--- src/rtl/ysyx_24070017_lsu_pkg.sv ---
// ----------------------------------------------------------------------------
// ysyx_24070017_lsu_pkg
// Shared constants for the load/store unit:
//   - WORD_LENGTH  : core-wide datapath/address width
//   - OPC_LOAD / OPC_STORE : RV32 major opcodes routed to memory
//   - F3_*         : funct3 access-size/sign encodings
//   - lsu_state_e  : 2-bit FSM state encoding
// ----------------------------------------------------------------------------
package ysyx_24070017_lsu_pkg;

  localparam int WORD_LENGTH = 32;

  localparam logic [6:0] OPC_LOAD  = 7'b0000011;
  localparam logic [6:0] OPC_STORE = 7'b0100011;

  localparam logic [2:0] F3_B  = 3'b000;
  localparam logic [2:0] F3_H  = 3'b001;
  localparam logic [2:0] F3_W  = 3'b010;
  localparam logic [2:0] F3_BU = 3'b100;
  localparam logic [2:0] F3_HU = 3'b101;

  typedef enum logic [1:0] {
    ST_IDLE = 2'd0,
    ST_REQ  = 2'd1,
    ST_WAIT = 2'd2,
    ST_DONE = 2'd3
  } lsu_state_e;

endpackage

--- src/rtl/ysyx_24070017_lsu_align.sv ---
// ----------------------------------------------------------------------------
// ysyx_24070017_lsu_align
// Purely combinational access formatter for the LSU.
//   i_opcode, i_funct3 : instruction class and access size/sign
//   i_off              : byte offset within the word (address[1:0])
//   i_store_data       : rs2 value for stores
//   i_rdata            : word returned by memory for loads
//   o_is_load/o_is_store/o_is_mem : instruction classification
//   o_fault            : illegal funct3 or misaligned access (memory ops only)
//   o_wmask/o_wdata    : byte strobes and lane-replicated store data
//   o_load_data        : extracted and sign/zero-extended load value
// ----------------------------------------------------------------------------
module ysyx_24070017_lsu_align
  import ysyx_24070017_lsu_pkg::*;
#(
  parameter int WL = WORD_LENGTH,
  parameter int MW = WL / 8
) (
  input  logic [6:0]    i_opcode,
  input  logic [2:0]    i_funct3,
  input  logic [1:0]    i_off,
  input  logic [WL-1:0] i_store_data,
  input  logic [WL-1:0] i_rdata,
  output logic          o_is_load,
  output logic          o_is_store,
  output logic          o_is_mem,
  output logic          o_fault,
  output logic [MW-1:0] o_wmask,
  output logic [WL-1:0] o_wdata,
  output logic [WL-1:0] o_load_data
);

  logic [WL-1:0] w_shifted;

  assign o_is_load  = (i_opcode == OPC_LOAD);
  assign o_is_store = (i_opcode == OPC_STORE);
  assign o_is_mem   = o_is_load | o_is_store;

  // Bring the addressed byte/half down to bit 0 before extension.
  assign w_shifted  = i_rdata >> {i_off, 3'b000};

  always_comb begin
    o_fault = 1'b0;
    if (o_is_load) begin
      unique case (i_funct3)
        F3_B, F3_BU: o_fault = 1'b0;
        F3_H, F3_HU: o_fault = i_off[0];
        F3_W:        o_fault = (i_off != 2'b00);
        default:     o_fault = 1'b1;
      endcase
    end else if (o_is_store) begin
      unique case (i_funct3)
        F3_B:    o_fault = 1'b0;
        F3_H:    o_fault = i_off[0];
        F3_W:    o_fault = (i_off != 2'b00);
        default: o_fault = 1'b1;
      endcase
    end
  end

  // Store data is replicated across lanes so memory only needs the strobes.
  always_comb begin
    o_wmask = '0;
    o_wdata = '0;
    if (o_is_store) begin
      unique case (i_funct3)
        F3_B: begin
          o_wmask = MW'(1) << i_off;
          o_wdata = {MW{i_store_data[7:0]}};
        end
        F3_H: begin
          o_wmask = MW'(3) << i_off;
          o_wdata = {(WL/16){i_store_data[15:0]}};
        end
        F3_W: begin
          o_wmask = '1;
          o_wdata = i_store_data;
        end
        default: begin
          o_wmask = '0;
          o_wdata = '0;
        end
      endcase
    end
  end

  always_comb begin
    o_load_data = '0;
    unique case (i_funct3)
      F3_B:    o_load_data = {{(WL-8){w_shifted[7]}},   w_shifted[7:0]};
      F3_H:    o_load_data = {{(WL-16){w_shifted[15]}}, w_shifted[15:0]};
      F3_W:    o_load_data = w_shifted;
      F3_BU:   o_load_data = {{(WL-8){1'b0}},  w_shifted[7:0]};
      F3_HU:   o_load_data = {{(WL-16){1'b0}}, w_shifted[15:0]};
      default: o_load_data = '0;
    endcase
  end

endmodule

--- src/rtl/ysyx_24070017_lsu.sv ---
// ----------------------------------------------------------------------------
// ysyx_24070017_lsu
// Load/store unit behind the ALU. Accepts one instruction at a time, runs a
// valid/ready memory request for legal aligned loads/stores, and delivers one
// write-back value per instruction.
//   clk, rst_n                      : clock, async active-low reset
//   in_valid/in_ready               : instruction handshake from execute
//   in_opcode/in_funct3             : instruction class and access size
//   in_alu_result                   : effective address or pass-through value
//   in_store_data                   : rs2 for stores
//   mem_req_valid/mem_req_ready     : memory request handshake
//   mem_addr/mem_wen/mem_wdata/mem_wmask : request fields (word aligned)
//   mem_resp_valid/mem_rdata        : memory response
//   out_valid/out_ready             : write-back handshake
//   out_data/out_fault              : write-back value and fault flag
// ----------------------------------------------------------------------------
module ysyx_24070017_lsu
  import ysyx_24070017_lsu_pkg::*;
#(
  parameter int WORD_LENGTH = ysyx_24070017_lsu_pkg::WORD_LENGTH,
  parameter int MASK_WIDTH  = WORD_LENGTH / 8
) (
  input  logic                   clk,
  input  logic                   rst_n,
  input  logic                   in_valid,
  output logic                   in_ready,
  input  logic [6:0]             in_opcode,
  input  logic [2:0]             in_funct3,
  input  logic [WORD_LENGTH-1:0] in_alu_result,
  input  logic [WORD_LENGTH-1:0] in_store_data,
  output logic                   mem_req_valid,
  input  logic                   mem_req_ready,
  output logic [WORD_LENGTH-1:0] mem_addr,
  output logic                   mem_wen,
  output logic [WORD_LENGTH-1:0] mem_wdata,
  output logic [MASK_WIDTH-1:0]  mem_wmask,
  input  logic                   mem_resp_valid,
  input  logic [WORD_LENGTH-1:0] mem_rdata,
  output logic                   out_valid,
  input  logic                   out_ready,
  output logic [WORD_LENGTH-1:0] out_data,
  output logic                   out_fault
);

  lsu_state_e             r_state;
  logic                   r_in_ready;
  logic [6:0]             r_opcode;
  logic [2:0]             r_funct3;
  logic [1:0]             r_off;
  logic                   r_mem_req_valid;
  logic [WORD_LENGTH-1:0] r_mem_addr;
  logic                   r_mem_wen;
  logic [WORD_LENGTH-1:0] r_mem_wdata;
  logic [MASK_WIDTH-1:0]  r_mem_wmask;
  logic                   r_out_valid;
  logic [WORD_LENGTH-1:0] r_out_data;
  logic                   r_out_fault;

  logic [6:0]             w_opcode;
  logic [2:0]             w_funct3;
  logic [1:0]             w_off;
  logic                   w_is_load;
  logic                   w_is_store;
  logic                   w_is_mem;
  logic                   w_fault;
  logic [MASK_WIDTH-1:0]  w_wmask;
  logic [WORD_LENGTH-1:0] w_wdata;
  logic [WORD_LENGTH-1:0] w_load_data;

  // The single formatter serves both phases: in IDLE it classifies the live
  // inputs, afterwards it works on the latched instruction for load extraction.
  assign w_opcode = (r_state == ST_IDLE) ? in_opcode         : r_opcode;
  assign w_funct3 = (r_state == ST_IDLE) ? in_funct3         : r_funct3;
  assign w_off    = (r_state == ST_IDLE) ? in_alu_result[1:0] : r_off;

  ysyx_24070017_lsu_align #(
    .WL (WORD_LENGTH),
    .MW (MASK_WIDTH)
  ) u_align (
    .i_opcode     (w_opcode),
    .i_funct3     (w_funct3),
    .i_off        (w_off),
    .i_store_data (in_store_data),
    .i_rdata      (mem_rdata),
    .o_is_load    (w_is_load),
    .o_is_store   (w_is_store),
    .o_is_mem     (w_is_mem),
    .o_fault      (w_fault),
    .o_wmask      (w_wmask),
    .o_wdata      (w_wdata),
    .o_load_data  (w_load_data)
  );

  always_ff @(posedge clk or negedge rst_n) begin
    if (!rst_n) begin
      r_state         <= ST_IDLE;
      r_in_ready      <= 1'b1;
      r_opcode        <= '0;
      r_funct3        <= '0;
      r_off           <= '0;
      r_mem_req_valid <= 1'b0;
      r_mem_addr      <= '0;
      r_mem_wen       <= 1'b0;
      r_mem_wdata     <= '0;
      r_mem_wmask     <= '0;
      r_out_valid     <= 1'b0;
      r_out_data      <= '0;
      r_out_fault     <= 1'b0;
    end else begin
      unique case (r_state)
        ST_IDLE: begin
          if (in_valid) begin
            r_opcode   <= in_opcode;
            r_funct3   <= in_funct3;
            r_off      <= in_alu_result[1:0];
            r_in_ready <= 1'b0;
            if (w_is_mem && !w_fault) begin
              r_state         <= ST_REQ;
              r_mem_req_valid <= 1'b1;
              r_mem_addr      <= {in_alu_result[WORD_LENGTH-1:2], 2'b00};
              r_mem_wen       <= w_is_store;
              r_mem_wdata     <= w_wdata;
              r_mem_wmask     <= w_wmask;
            end else begin
              // Faults and pass-through complete without touching memory.
              r_state     <= ST_DONE;
              r_out_valid <= 1'b1;
              r_out_fault <= w_fault;
              r_out_data  <= w_is_mem ? '0 : in_alu_result;
            end
          end
        end
        ST_REQ: begin
          if (mem_req_ready) begin
            r_state         <= ST_WAIT;
            r_mem_req_valid <= 1'b0;
          end
        end
        ST_WAIT: begin
          if (mem_resp_valid) begin
            r_state     <= ST_DONE;
            r_out_valid <= 1'b1;
            r_out_fault <= 1'b0;
            r_out_data  <= w_is_load ? w_load_data : '0;
          end
        end
        ST_DONE: begin
          if (out_ready) begin
            r_state     <= ST_IDLE;
            r_out_valid <= 1'b0;
            r_in_ready  <= 1'b1;
          end
        end
        default: r_state <= ST_IDLE;
      endcase
    end
  end

  assign in_ready      = r_in_ready;
  assign mem_req_valid = r_mem_req_valid;
  assign mem_addr      = r_mem_addr;
  assign mem_wen       = r_mem_wen;
  assign mem_wdata     = r_mem_wdata;
  assign mem_wmask     = r_mem_wmask;
  assign out_valid     = r_out_valid;
  assign out_data      = r_out_data;
  assign out_fault     = r_out_fault;

endmodule

--- config.mk ---
export PLATFORM = sky130hd
export DESIGN_NAME = ysyx_24070017_lsu
export DESIGN_NICKNAME = d
export VERILOG_FILES = /design/src/rtl/ysyx_24070017_lsu_pkg.sv /design/src/rtl/ysyx_24070017_lsu_align.sv /design/src/rtl/ysyx_24070017_lsu.sv
export SDC_FILE = /design/constraint.sdc
export NUM_CORES = 1
export LEC_CHECK = 0
export ABC_CLOCK_PERIOD_IN_PS = 2940
export BUFFER_PORTS_ARGS = -buffer_cell sky130_fd_sc_hd__clkbuf_2
export CORE_MARGIN = 2
export CORE_UTILIZATION = 45
export CTS_BUF_LIST = sky130_fd_sc_hd__clkbuf_2 sky130_fd_sc_hd__clkbuf_4 sky130_fd_sc_hd__clkbuf_8
export CTS_CLUSTER_SIZE = 25
export DETAILED_ROUTE_END_ITERATION = 12
export HOLD_SLACK_MARGIN = 0.03
export PLACE_DENSITY = 0.73
export REMOVE_ABC_BUFFERS = 1
export SLEW_MARGIN = 20
export SYNTH_ARGS = -nofsm -noshare
export SYNTH_HDL_FRONTEND = slang
export SYNTH_SLANG_ARGS = --single-unit
--- constraint.sdc ---
create_clock -name clk -period 2.94 [get_ports clk]
set_input_delay 0.294 -clock clk [delete_from_list [all_inputs] [get_ports clk]]
set_output_delay 0.294 -clock clk [all_outputs]
set_load 0.01 [all_outputs]
==> results of run 1 <==
cells by family (layout without fill, tap and decap cells):
logic type,after synthesis,count (layout),synth area share [%]
fa+ha+maj,5,5,1.01
compound gates,212,212,21.7
other cells,1,2,0.0603
flops,117,117,47.1
mux,67,67,13.9
buf+inv,45,283,3.96
simple gates,169,169,12.3
path summary, 6_finish.rpt:
check	endpoint	slack, ns	cells past startpoint
worst max-delay path	out_valid	0.23	10
worst min-delay path	mem_req_valid	0.07	2
worst max register to register	out_valid	0.23	10
worst min register to register	mem_wdata[19]	0.49	2
max in group asynchronous	mem_wdata[7]	1.64	3
min in group asynchronous	mem_addr[24]	0.51	2
area by class of cell:
| cell class | instances | area share [%] |
|---|---|---|
| tap | 176 | 2.74 |
| multi-input combinational | 455 | 38.2 |
| inverter | 8 | 0.373 |
| clock buffer | 24 | 3.87 |
| timing repair buffer | 243 | 16.6 |
| clock inverter | 8 | 1.81 |
| sequential | 117 | 36.4 |
stage by stage:
step,util [%],area (µm²),TNS (ns),hold WS (ns)
2_1_floorplan,-,6010,-97.75,-0.00159
3_3_place_gp,56.5,7570,0,0.462
3_5_place_dp,56.5,7570,0,0.468
4_1_cts,60.0,8040,0,0.0402
5_1_grt,60.0,8040,0,0.0714
6_report,60.0,8040,0,0.0663
routing by layer:
layer / global-route usage, % / up-vias / share of wire [%]
li1: - / 2693 / -
met1: 34.9 / 2842 / 41
met2: 44.3 / 290 / 48
met3: 6.79 / 32 / 8.8
met4: 8.69 / 0 / 1.5
met5: 0 / - / 0
power breakdown:
| part | internal, mW | total, mW | switching [mW] |
|---|---|---|---|
| combinational | 1.50 | 3.68 | 2.18 |
| sequential | 1.99 | 2.27 | 0.278 |
| clock | 1.04 | 1.69 | 0.647 |
worst max-delay path: cells and delay by family, from the launching register on:
family	cells	cell delay, ns
simple gates	1	0.11
fa+ha+maj	1	0.19
compound gates	4	1.10
flops	1	0.41
buf+inv	4	0.78
synth_stat cells, types with 4 or more instances:
cell	instances	area share [%]
dfrtp_1	116	47
nand2_1	95	5.7
o21ai_0	50	4.0
a21oi_1	42	3.4
a22oi_1	30	3.6
mux2_4	30	7.2
a31oi_1	27	2.7
nor2_1	27	1.6
o21ai_1	23	1.8
mux2i_1	20	3.2
clkbuf_1	15	0.90
mux2_2	13	2.4
a22o_1	11	1.5
buf_2	11	0.88
and2_1	10	1.0
inv_1	8	0.48
nand2b_1	8	0.80
a2bb2oi_1	7	0.99
and3_1	7	0.70
buf_6	6	1.1
buf_4	5	0.60
ha_1	5	1.0
nor3_1	5	0.40
nor2b_1	4	0.40
flip-flops by register name, indices dropped and copies added, names as in the netlist:
| register | cells |
|---|---|
| in_ready | 1 |
| r_state | 2 |
| r_opcode | 7 |
| out_valid | 1 |
| r_funct3 | 3 |
| r_off | 2 |
| mem_wmask | 4 |
| out_fault | 1 |
| mem_req_valid | 1 |
| out_data | 32 |
| mem_addr | 30 |
| mem_wdata | 32 |
| mem_wen | 1 |
timing repair:
action	CTS	global route
setup endpoints to repair	0	2
hold buffers	1	0
resized for setup	0	1
endpoints found under the hold margin	64	0
==> out/summary.txt, run 1 <==
via count of the first global-routing pass -> 5,870
nets@finish -> 959
share of flip-flops with an asynchronous set or reset after synthesis -> 100%
Arrival @ worst endpoint -> 3.04 ns
detailed-route via count -> 5,857
primary flip-flop cell chosen by synthesis mapping -> dfrtp_1
reg-to-reg startpoint -> r_state[1]
TritonCTS clock tree -> built
critical path required time -> 3.27 ns
all-layer global routing usage -> 26.9%
Critical Path Source Type -> register
mean instance size in the synthesized netlist -> 10.1 µm²
count of non-filler cells in the finished layout -> 1,031
Netlist Area Pre-Place -> 0.00622 mm²
residual antenna-violating net count after detailed routing -> 0
Remaining Overflow, GRT -> 0
Max Transition Viols Final -> 0
number of buffers between clock root and the deepest sink -> 2
EDFF count, synth -> 0
leak pwr -> 4.08 nW
Slew headroom -> 41.0%
final routed wirelength across all metal layers -> 19,500 µm
starting DRC count in detailed routing -> 469
Die Wd -> 122 µm
most common library cell in the layout ignoring fill and taps -> clkbuf_2
detail-routed via count per cell -> 5.68
quantity of I/O buffers inserted on ports -> 214
final cycle utilization of the critical path -> 92.1%
filler cell count -> 1,165
clock latency on the worst-skew pair -> 0.44 ns
clock tree skew after final layout -> 0.0104 ns
proportion of layout cells with a drive suffix above 1 -> 38.9%
sinks on the clock net -> 117
Cells after Synth -> 616
delay contributed by the slowest stage of the critical path -> 0.41 ns
average routed wire per standard cell -> 18.9 µm
outcome -> finished clean
Crit. Startpoint -> r_state[1]
Hold Crit Class -> in -> reg
area of the multi-input gates -> 0.00307 mm²
Synthesis Warnings -> 0
Fmax -> 0.369 GHz
clock transition time at the flip-flop clock pins of the worst setup and hold paths -> 0.07 ns
Core Footprint -> 0.0134 mm²
H-Tree Level Count -> 4
count of different cell masters after synthesis -> 56
layout overhead on the synthesized area -> 29.2%
Ant. Diodes -> 0
Crit Path Class -> reg -> reg
Min Clock Period, post-route -> 2.71 ns
CTS root buffer -> clkbuf_8
DRC violations left -> 0
I/O pin total -> 217
CP max FO -> 18
cells traversed along the worst timing path -> inv_1, ha_1, buf_4, inv_1, a21oi_1, o21ai_2, a32oi_1, buf_4, nand4b_1, a22o_1
first-pass detailed-route iteration total -> 5
Setup Viol. Count Final -> 0
crit path setup slack, layout -> 0.231 ns
Die Ht -> 122 µm
Setup WS pre-CTS -> 0.216 ns
footprint of the flip-flops and latches -> 0.00293 mm²
Max Cap Viol -> 0
dpl cells -> 998
Critical Path End Type -> register
worst vdd ir -> 0.453 mV
detailed placer's ending HPWL -> 14,700 µm
largest net degree at the start of global routing -> 67
slowest cell on the critical path -> dfrtp_1
first-pass GRT wire length -> 30,700 µm
starting density of the core -> 46.4%
last weighted congestion value of the routability-driven placer -> 0.922
final number of hold-violating endpoints -> 0
area of the die -> 0.0148 mm²
floorplan row count -> 42
PD cells -> 949 mW/mm²
total power -> 7.63 mW
slew at the pin closest to its max-slew limit -> 0.885 ns
sequential element share of the synthesized area -> 47.1%
Post-CTS Setup Bufs -> 0
TritonCTS buffer count -> 17
startpoint of the most critical hold path -> mem_req_ready
unrepaired setup endpoints after global routing -> false
initial antenna violation count -> 0
flops & latches, synth -> 117
most used cells in the layout excluding fill and tap cells -> clkbuf_2, dfrtp_1, nand2_1
No activity file was read; power rests on OpenSTA's default activity.
==> run 2: changes to the inputs <==
MAX_ROUTING_LAYER = met4   (was unset)
==> out/summary.txt, run 2 (synthesis gave the netlist of run 1 again) <==
largest net degree at the start of global routing -> 66 (-1.5%)
Hold Crit Class -> in -> reg
final routed wirelength across all metal layers -> 19,100 µm (-2.2%)
PD cells -> 962 mW/mm² (+1.3%)
number of cells traversed by the worst register-to-register path -> 9 (-1)
last weighted congestion value of the routability-driven placer -> 0.926 (+0.42%)
area of the die -> 0.0148 mm² (unchanged)
Core Footprint -> 0.0134 mm² (unchanged)
number of buffers between clock root and the deepest sink -> 2 (unchanged)
Min Clock Period, post-route -> 2.75 ns (+0.0436 ns)
unrepaired setup endpoints after global routing -> false
nets@finish -> 964 (+0.52%)
count of buffer and inverter cells on the critical path -> 3 (-1)
clock latency on the worst-skew pair -> 0.45 ns (about the same)
leak pwr -> 4.12 nW (+1.1%)
CTS root buffer -> clkbuf_8
layout overhead on the synthesized area -> 30.5%
Max Transition Viols Final -> 0 (unchanged)
outcome -> finished clean
Critical Path End Type -> register
proportion of layout cells with a drive suffix above 1 -> 39.2% (+0.28 points)
slew at the pin closest to its max-slew limit -> 0.844 ns (-0.0412 ns)
final cycle utilization of the critical path -> 93.6% (+1.5 points)
starting DRC count in detailed routing -> 537 (+14%)
sinks on the clock net -> 117 (unchanged)
reg-to-reg startpoint -> r_state[1]
first-pass detailed-route iteration total -> 5 (unchanged)
DRC violations left -> 0 (unchanged)
startpoint of the most critical hold path -> in_alu_result[30]
via count of the first global-routing pass -> 5,924 (+0.92%)
Arrival @ worst endpoint -> 3.08 ns (+0.04 ns)
initial antenna violation count -> 0 (unchanged)
average routed wire per standard cell -> 18.4 µm (-2.5%)
Hold Crit Endpoint -> mem_addr[30]
H-Tree Level Count -> 4 (unchanged)
starting density of the core -> 46.4% (unchanged)
FF-to-FF setup slack -> 0.19 ns (-0.04 ns)
delay contributed by the slowest stage of the critical path -> 0.42 ns (about the same)
Remaining Overflow, GRT -> 0 (unchanged)
all-layer global routing usage -> 27.3% (+0.38 points)
Critical Path Source Type -> register
Slew headroom -> 43.8% (+2.7 points)
Ant. Diodes -> 0 (unchanged)
Die Wd -> 122 µm (unchanged)
critical path required time -> 3.26 ns (about the same)
Die Ht -> 122 µm (unchanged)
residual antenna-violating net count after detailed routing -> 0 (unchanged)
TritonCTS clock tree -> built
TritonCTS buffer count -> 17 (unchanged)
post-route setup TNS -> 0 ns (unchanged)
clock tree skew after final layout -> 0.0120 ns (+0.00158 ns)
detailed-route via count -> 5,911 (+0.92%)
slowest cell on the critical path -> dfrtp_1
cells traversed along the worst timing path -> inv_1, ha_1, buf_4, mux2_2, or2_1, nor3_2, a32oi_4, buf_12, mux2_4
Final Core Density -> 60.6% (+0.62 points)
Crit Path Class -> reg -> reg
quantity of I/O buffers inserted on ports -> 214 (unchanged)
Max Cap Viol -> 0 (unchanged)
detail-routed via count per cell -> 5.71 (+0.53%)
first-pass GRT wire length -> 30,200 µm (-1.5%)
cell family with the largest share of critical-path delay -> multiplexers
worst vdd ir -> 0.372 mV (-18%)
Fmax -> 0.363 GHz (-1.6%)
detailed placer's ending HPWL -> 14,500 µm (-1.7%)
hold-critical path depth -> 2 (unchanged)
I/O pin total -> 217 (unchanged)
Setup Viol. Count Final -> 0 (unchanged)
CP max FO -> 23 (+5)
most common library cell in the layout ignoring fill and taps -> clkbuf_2
clock transition time at the flip-flop clock pins of the worst setup and hold paths -> 0.07 ns (about the same)
floorplan row count -> 42 (unchanged)
filler cell count -> 1,126 (-3.3%)
final number of hold-violating endpoints -> 0 (unchanged)
most used cells in the layout excluding fill and tap cells -> clkbuf_2, dfrtp_1, nand2_1
endpoint of the most critical register-to-register path -> mem_addr[13]
==> run 2: cell count changes in the layout (fill, tap and decap cells not counted) <==
cell and change:
buf_6 -1, nor2_1 -1, clkbuf_4 -1, clkbuf_8 -1, buf_4 +4, nor2_2 +1
buf_12 +1, bufinv_16 +2, clkinvlp_4 -1, dlygate4sd3_1 +1
==> run 2: area by class of cell <==
class	count	area (µm²)	share of cell area, %
clock inverters	9	198	2.43
repair buffers	248	1380	17.0
clock buffers	22	290	3.57
well taps	176	220	2.71
flip-flops and latches	117	2930	36.1
multi-input cells	455	3070	37.8
inverters	8	30.0	0.370
==> run 2: worst max path at each step <==
stage,depth (start not counted),slack (ns),start,endpoint
after floorplan,7,-1.27,r_state[0],mem_addr[30]
after CTS,9,0.12,r_state[0],mem_addr[30]
after global placement,9,0.23,r_state[0],mem_addr[30]
final,9,0.19,r_state[1],mem_addr[13]
after detailed placement,9,0.12,r_state[0],mem_addr[30]
after global routing,10,0.05,r_state[1],out_data[8]
==> run 2: report_power, final <==
group	internal, mW	switching, mW
logic	1.53	2.21
clock network	1.17	0.633
registers	1.99	0.276
==> run 2: per-layer routing <==
metal	wire length (µm)	global-route usage [%]	share of wire [%]
met5	0	-	0
met4	488	10.5	2.6
met3	1760	7.30	9.2
met2	8940	41.9	47
met1	7890	34.6	41
==> run 2: stage by stage <==
step	cells	hold slack, ns	power (mW)	cell area, µm²	worst slack, ns
floorplan	580	-0.00159	4.54	6010	-1.27
global placement	1001	0.438	5.85	7600	0.228
detailed placement	1001	0.453	5.99	7600	0.119
CTS	1034	0.0521	7.82	8110	0.115
global route	1035	0.0511	8.33	8120	0.0524
finish	1035	0.0803	7.81	8120	0.188
==> run 2: what timing repair did <==
| item | 4_1_cts | 5_1_grt |
|---|---|---|
| setup endpoints to repair | 0 | 31 |
| hold buffers | 2 | 0 |
| hold endpoints to repair | 64 | 0 |
| resized for setup | 0 | 1 |
| setup buffers | 0 | 1 |
